$ cat src/rtl/tick_rate_ctrl.sv
// Selectable-rate tick generator (/1, /2, /10, /50) with acknowledged rate changes.
// Optional tick counter output enabled by defining TICK_RATE_CTRL_TICK_CNT_EN.
module tick_rate_ctrl #(
    parameter int TICK_W = 8
) (
    input  logic              clk,
    input  logic              rst,
    input  logic              en,
    input  logic              sel_req,
    input  logic [1:0]        sel_rate,
    output logic              sel_ack,
    output logic              tick,
    output logic [1:0]        cur_rate,
    output logic              busy
`ifdef TICK_RATE_CTRL_TICK_CNT_EN
    ,
    output logic [TICK_W-1:0] tick_cnt
`endif
);

    typedef enum logic [1:0] {
        STOP  = 2'd0,
        RUN   = 2'd1,
        DRAIN = 2'd2
    } state_t;

    state_t     state_q, state_d;
    logic [5:0] cnt_q, cnt_d;
    logic [1:0] cur_rate_q, cur_rate_d;
    logic [1:0] pend_q, pend_d;
    logic       tick_q, tick_d;
    logic       sel_ack_q, sel_ack_d;
    logic       busy_q, busy_d;

    function automatic logic [5:0] last_cnt(input logic [1:0] rate);
        case (rate)
            2'd0:    last_cnt = 6'd0;
            2'd1:    last_cnt = 6'd1;
            2'd2:    last_cnt = 6'd9;
            default: last_cnt = 6'd49;
        endcase
    endfunction

    logic       wrap;
    logic       req_ok;
    logic [5:0] cnt_next;

    always_comb begin
        wrap     = (cnt_q == last_cnt(cur_rate_q));
        cnt_next = wrap ? 6'd0 : cnt_q + 6'd1;
        // A request still held during its own acknowledge cycle must not be taken twice.
        req_ok   = sel_req && !sel_ack_q;

        state_d    = state_q;
        cnt_d      = cnt_q;
        cur_rate_d = cur_rate_q;
        pend_d     = pend_q;
        tick_d     = 1'b0;
        sel_ack_d  = 1'b0;
        busy_d     = busy_q;

        case (state_q)
            STOP: begin
                cnt_d  = '0;
                busy_d = 1'b0;
                if (req_ok) begin
                    cur_rate_d = sel_rate;
                    sel_ack_d  = 1'b1;
                end
                if (en) state_d = RUN;
            end
            RUN: begin
                if (!en) begin
                    state_d = STOP;
                    cnt_d   = '0;
                end else begin
                    cnt_d  = cnt_next;
                    tick_d = wrap;
                    if (req_ok) begin
                        if (sel_rate == cur_rate_q) begin
                            sel_ack_d = 1'b1;
                        end else begin
                            pend_d  = sel_rate;
                            busy_d  = 1'b1;
                            state_d = DRAIN;
                        end
                    end
                end
            end
            DRAIN: begin
                if (!en) begin
                    cur_rate_d = pend_q;
                    sel_ack_d  = 1'b1;
                    busy_d     = 1'b0;
                    cnt_d      = '0;
                    state_d    = STOP;
                end else if (wrap) begin
                    // Switch only at a period boundary so no interval is cut short.
                    tick_d     = 1'b1;
                    cur_rate_d = pend_q;
                    sel_ack_d  = 1'b1;
                    busy_d     = 1'b0;
                    cnt_d      = '0;
                    state_d    = RUN;
                end else begin
                    cnt_d = cnt_next;
                end
            end
            default: begin
                state_d = STOP;
                cnt_d   = '0;
                busy_d  = 1'b0;
            end
        endcase
    end

    always_ff @(posedge clk or posedge rst) begin
        if (rst) begin
            state_q    <= STOP;
            cnt_q      <= '0;
            cur_rate_q <= '0;
            pend_q     <= '0;
            tick_q     <= 1'b0;
            sel_ack_q  <= 1'b0;
            busy_q     <= 1'b0;
        end else begin
            state_q    <= state_d;
            cnt_q      <= cnt_d;
            cur_rate_q <= cur_rate_d;
            pend_q     <= pend_d;
            tick_q     <= tick_d;
            sel_ack_q  <= sel_ack_d;
            busy_q     <= busy_d;
        end
    end

    assign tick     = tick_q;
    assign sel_ack  = sel_ack_q;
    assign cur_rate = cur_rate_q;
    assign busy     = busy_q;

`ifdef TICK_RATE_CTRL_TICK_CNT_EN
    logic [TICK_W-1:0] tick_cnt_q, tick_cnt_d;

    always_comb begin
        tick_cnt_d = tick_q ? tick_cnt_q + 1'b1 : tick_cnt_q;
    end

    always_ff @(posedge clk or posedge rst) begin
        if (rst) tick_cnt_q <= '0;
        else     tick_cnt_q <= tick_cnt_d;
    end

    assign tick_cnt = tick_cnt_q;
`else
    // TICK_W only sizes the tick counter; nothing is built without it.
    if (TICK_W > 0) begin : g_no_tick_cnt
    end
`endif

endmodule

$ cat config.mk
export PLATFORM = sky130hd
export DESIGN_NAME = tick_rate_ctrl
export DESIGN_NICKNAME = d
export VERILOG_FILES = /design/src/rtl/tick_rate_ctrl.sv
export SDC_FILE = /design/constraint.sdc
export NUM_CORES = 1
export LEC_CHECK = 0
export BUFFER_PORTS_ARGS = -buffer_cell sky130_fd_sc_hd__buf_2
export CAP_MARGIN = 20
export CORE_UTILIZATION = 50
export DETAILED_ROUTE_END_ITERATION = 10
export GPL_TIMING_DRIVEN = 0
export PLACE_DENSITY = 0.73
export SYNTH_ARGS = -nofsm -noshare
export SYNTH_HDL_FRONTEND = slang
export SYNTH_SLANG_ARGS = --single-unit
$ cat constraint.sdc
create_clock -name clk -period 1.8 [get_ports clk]
set_input_delay 0.09 -clock clk [delete_from_list [all_inputs] [get_ports clk]]
set_output_delay 0.09 -clock clk [all_outputs]
set_load 0.05 [all_outputs]
Word-level counts from Yosys, hierarchy flattened
Cells that the tools add are included.
- output and inout bits: 5
- register bits: 15
- bitwise operators: 1
- reductions and logical operators: 9
- eq/ne operators: 14
- muxes and demuxes: 33
- add/sub/neg operators: 1
- operator list (operator ; count):
    $mux 6 ; 4
    $mux 2 ; 9
    $pmux 6 s3 ; 1
    $mux 1 ; 13
    $pmux 6 s2 ; 1
    $reduce_and 4->1 ; 3
    $ne 2x2->1 const B ; 5
    $ne 3x3->1 const B ; 3
    $add 6x1->6 const B ; 1
    $eq 6x6->1 ; 1
    $pmux 2 s3 ; 1
    $eq 2x1->1 const B ; 2
    $eq 2x2->1 const B ; 2
    $logic_not 2->1 ; 2
    $pmux 1 s2 ; 2
    $pmux 2 s2 ; 1
    $pmux 1 s3 ; 1
    $reduce_and 3->1 ; 1
    $eq 2x2->1 ; 1
    $reduce_bool 2->1 ; 1
    $logic_and 1x1->1 ; 1
    $logic_not 1->1 ; 1
    $not 1->1 ; 1

Logic depth before layout (Yosys ltp)
- word-level depth: 7
- depth in mapped cells: 7

Least setup slack after synthesis
No wires, ideal clock.
- path kind: reg2reg
- from: register cur_rate_q[0] (netlist: cur_rate[0])
- to: register cur_rate_q[0] (netlist: cur_rate[0])
- path slack: -154 ps
- library setup time: 128 ps
- path buffers: 0
- cell stages (with the launch flop): 6
- arrival time: 1827 ps
- clock period less this slack: 1954 ps
- cells stage by stage: dfrtp_1 and4b_4 o21ai_4 a22o_1 nor2_2 mux2_1
- longest elaborated chain between the ends: 5
- elaborated cells on any way between the ends: 7
- those cells by class: eq/ne (4); mux (1); reduce/logical (2)
- ends and longest elaborated chain (element ; line ; text):
    start, declared ; 29 ; logic [1:0] cur_rate_q, cur_rate_d;
    start signal, assigned ; 129 ; cur_rate_q <= cur_rate_d;
    $eq 2x2->1 (tied with other cells) ; 36 ; case (rate)
    $pmux 6 s3 * ; 36 ;
    $eq 6x6->1 * ; 49 ; wrap = (cnt_q == last_cnt(cur_rate_q));
    $ne 3x3->1 (no source line) * ; -- ;
    $reduce_and 3->1 (no source line) * ; -- ;
Every way passes the cells marked *; elsewhere a longest branch is shown, timed or not.
A chain may end at the register's enable or synchronous reset.

Worst setup path in the final report
- from: register state_q[0]
- to: register cur_rate_q[1] (netlist: cur_rate[1])
- longest elaborated chain between the ends: 3
- elaborated cells on any way between the ends: 7
- those cells by class: eq/ne (3); mux (1); reduce/logical (3)
- ends and longest elaborated chain (element ; line ; text):
    start, declared ; 27 ; state_t state_q, state_d;
    start signal, assigned ; 127 ; state_q <= state_d;
    $eq 2x2->1 or $logic_not 2->1 (tied branches) ; 62 ; case (state_q)
    $ne 3x3->1 (no source line) (tied with other cells) ; -- ;
    $reduce_and 3->1 (no source line) ; -- ;
Several ways; a longest one is shown, not always the timed one.

==> run_results.csv <==
group,metric,value,unit
run_status,status,"completed",
place,port_buffers,10,
global_route,grt_pass1_vias,634,
place,gp_congestion,0.863,
setup_path,worstPathArrival,1.91,ns
synth,ys_async_sr_fraction,100,%
synth,synth.avg_cell_area,10.1,sq um
finish,syn_to_final_growth,20.0,%
detailed_routing,vias,677,
synth,yosys.area.top_type,"dfrtp_1",
floorplan,die_area,1990,sq um
detailed_routing,wire_per_inst,12.2,um
setup_path,cp-end-kind,"flip-flop",
detailed_routing,drt_pass1_iterations,4,
synth,synth_ff_type,"dfrtp_1",
clocking,htree_levels,1,
power,p_total,1.67,mW
detailed_routing,drt-initial-drc-count,3,
finish,num_antenna_cells,0,
clocking,root_buffer,"clkbuf_4",
synth,synth-seq-cells,15,
timing,slew_headroom,62.7,%
global_route,grt_overflow,0,
floorplan,core,1710,sq um
setup_path,path_buf_inv,1,
global_route,grt_usage,18.8,%
global_route,grt_pass1_wl,2700,um
floorplan,io_pins,11,
detailed_routing,vias_per_cell,5.05,
setup_path,r2r_end,"cur_rate[1]$_DFFE_PP0P_",
setup_path,crit_path_start,"state_q[0]$_DFFE_PP0P_",
clocking,cts.sinks,15,
synth,syn_inst,90,
clocking,cts_buffers,3,
setup_path,path_class,"flip-flop to flip-flop",
synth,synth_edf_count,0,
floorplan,num_rows,15,
power,irDropWorstVdd,876,uV
floorplan,start_util,53.0,%
setup_path,startpoint_type,"flip-flop",
detailed_routing,drc_errors,0,
clocking,clk_path_buf_depth,2,
timing,finalCritPeriodShare,95.8,%
synth,synthesis.nets,101,
clocking,worstSkewPairLatency,0.29,ns
setup_path,rr_worst_depth,6,
finish,fin_nets,121,
setup_path,path_depth,6,
global_route,grt_max_degree,16,
floorplan,die_w,44.6,um
setup_path,rrSetupSlack,0.07,ns
detailed_routing,wirelength,1630,um
timing,hold_violations,0,
setup_path,crit_path_top_delay_cell,"dfrtp_1",
finish,drive_above_1_share,37.6,%
setup_path,required,1.98,ns
synth,synthesis.area,906,sq um
timing,post-route-min-period,1.73,ns
setup_path,slowest_delay,0.36,ns
detailed_routing,drt.antenna.violating_nets,0,
timing,worst_pin_slew,0.560,ns
synth,synth_cell_types,33,
power,p_leak,0.493,nW
run,cap_violations,0,
timing,tns,0,ns
clocking,cts_tree,"yes",
timing,clock_skew,0.0129,ns
synth,ys_warn_count,0,
timing,setup_viol,0,
setup_path,crit_end,"cur_rate[1]$_DFFE_PP0P_",
global_route,antenna_found_initial,0,
setup_path,worstPathCellList,"inv_1 > ha_2 > and2_1 > a22o_2 > nor2_4 > mux2_1",
setup_path,path_max_fanout,7,
synth,ys_top_cells_by_area,"dfrtp_1 41%, ha_1 6.9%, nor2_2 4.1%",
place,post-dp-hpwl,1150,um
synth,ys_seq_area_share,41.4,%
setup_path,critPathTopFamily,"flip-flops",
worst_hold_path,hold_class,"input pin to flip-flop",
synth,yosysTopAreaCellShare,41.4,%
timing,fmax,580,MHz
setup_path,reg2reg_from,"state_q[0]$_DFFE_PP0P_",
floorplan,die_h,44.6,um
clocking,clk_pin_slew,0.10,ns
power,power_density,1530,nW/um^2
timing,slew_viol_final,0,
timing,rsz0062_at_grt,"false",
[kinds of logic (layout without fill, tap and decap cells)]
logic type / Yosys count / in the layout / share of synthesized area, %
adder cells (fa/ha/maj): 5 / 5 / 6.91
multiplexers: 7 / 7 / 8.56
XOR/XNOR: 6 / 6 / 5.80
AND/OR/NAND/NOR: 35 / 35 / 20.9
flip-flops: 15 / 15 / 41.4
buffers and inverters: 6 / 25 / 3.32
AO/OA/AOI/OAI: 16 / 16 / 13.1
[sequential cells by signal, summed over array words and instances, names as in the netlist]
name and cells:
pend_q 2, cnt_q 6, state_q 2, cur_rate 2, busy 1, sel_ack 1
tick 1
[worst min path at each step]
| stage | to | slack, ns | depth (start not counted) | from |
|---|---|---|---|---|
| after floorplan | busy$_DFFE_PP0P_ | -0.009 | 1 | rst |
| after global placement | pend_q[0]$_DFFE_PP0P_ | 0.17 | 2 | rst |
| after detailed placement | cnt_q[5]$_DFF_PP0_ | 0.18 | 2 | rst |
| after CTS | pend_q[0]$_DFFE_PP0P_ | 0.05 | 2 | sel_rate[0] |
| after global routing | pend_q[0]$_DFFE_PP0P_ | 0.06 | 2 | sel_rate[0] |
| final | pend_q[0]$_DFFE_PP0P_ | 0.05 | 2 | sel_rate[0] |
[cell usage in the layout (no fill, tap or decap), types with 2 or more instances in the layout]
cell type / count
nor2_2: 5
nand2_1: 9
buf_2: 10
o21ai_0: 3
xnor2_1: 4
nor2_1: 7
xor2_1: 2
buf_4: 4
o21ai_1: 3
a21oi_1: 3
mux2_1: 3
dfrtp_2: 3
nor2_4: 2
nand3_1: 2
ha_1: 4
clkbuf_4: 3
and3_1: 2
dfrtp_1: 12
mux2_2: 3
inv_1: 5
[worst register-to-register path: cells and delay by family (launching register included)]
kind | cells | cell delay [ns]
buffers and inverters | 1 | 0.06
DFF | 1 | 0.36
adders and majority gates | 1 | 0.23
and+or+nand+nor | 2 | 0.30
muxes | 1 | 0.33
AOI/OAI and AO/OA | 1 | 0.33
[report_power, final]
group,switching [mW],internal (mW)
Combinational,0.553,0.387
Sequential,0.0896,0.442
Clock,0.111,0.0827
Total,0.754,0.911
[cells in the mapped netlist, types with 3 or more instances]
master and number:
mux2_1 3, mux2_2 3, o21ai_1 3, inv_1 5, nand2_1 9, a21oi_1 3, dfrtp_1 15, o21ai_0 3
nor2_2 6, xnor2_1 4, nor2_1 7, ha_1 5
[routing by layer]
layer  vias up  global-route usage [%]  part of all wire (%)
li1        345                       -                     -
met1       314                    24.7                    47
met2        13                    30.0                    48
met3         5                    2.86                   3.6
met4         0                    9.09                   2.0
met5         -                       0                     0
[per-stage QoR]
step | setup WS [ns] | instances | cell area (sq um) | hold WS [ns] | util [%]
after floorplan | 0.000976 | 90 | 915 | -0.00866 | -
after global placement | -0.0989 | 125 | 996 | 0.173 | 58.3
after detailed placement | -0.112 | 125 | 996 | 0.181 | 58.3
after CTS | 0.000441 | 131 | 1040 | 0.0547 | 61.2
after global routing | 0.000956 | 134 | 1090 | 0.0643 | 63.7
final | 0.0748 | 134 | 1090 | 0.0528 | 63.7
[repair_timing]
item / 4_1_cts / 5_1_grt
endpoints found under the setup margin: 2 / 2
resized for setup: 2 / 4
setup buffers: 1 / 3
endpoints found under the hold margin: 15 / 0
hold buffers: 1 / 0
[cell type report]
class | count | area [sq um]
Timing Repair Buffer | 15 | 90.1
Clock buffer | 3 | 22.5
Buffer | 1 | 11.3
Tap cell | 25 | 31.3
Clock inverter | 1 | 5.00
Inverter | 5 | 18.8
Fill cell | 135 | 621
Sequential cell | 15 | 379
Multi-Input combinational cell | 69 | 529
Power figures use the tool's default switching activity.
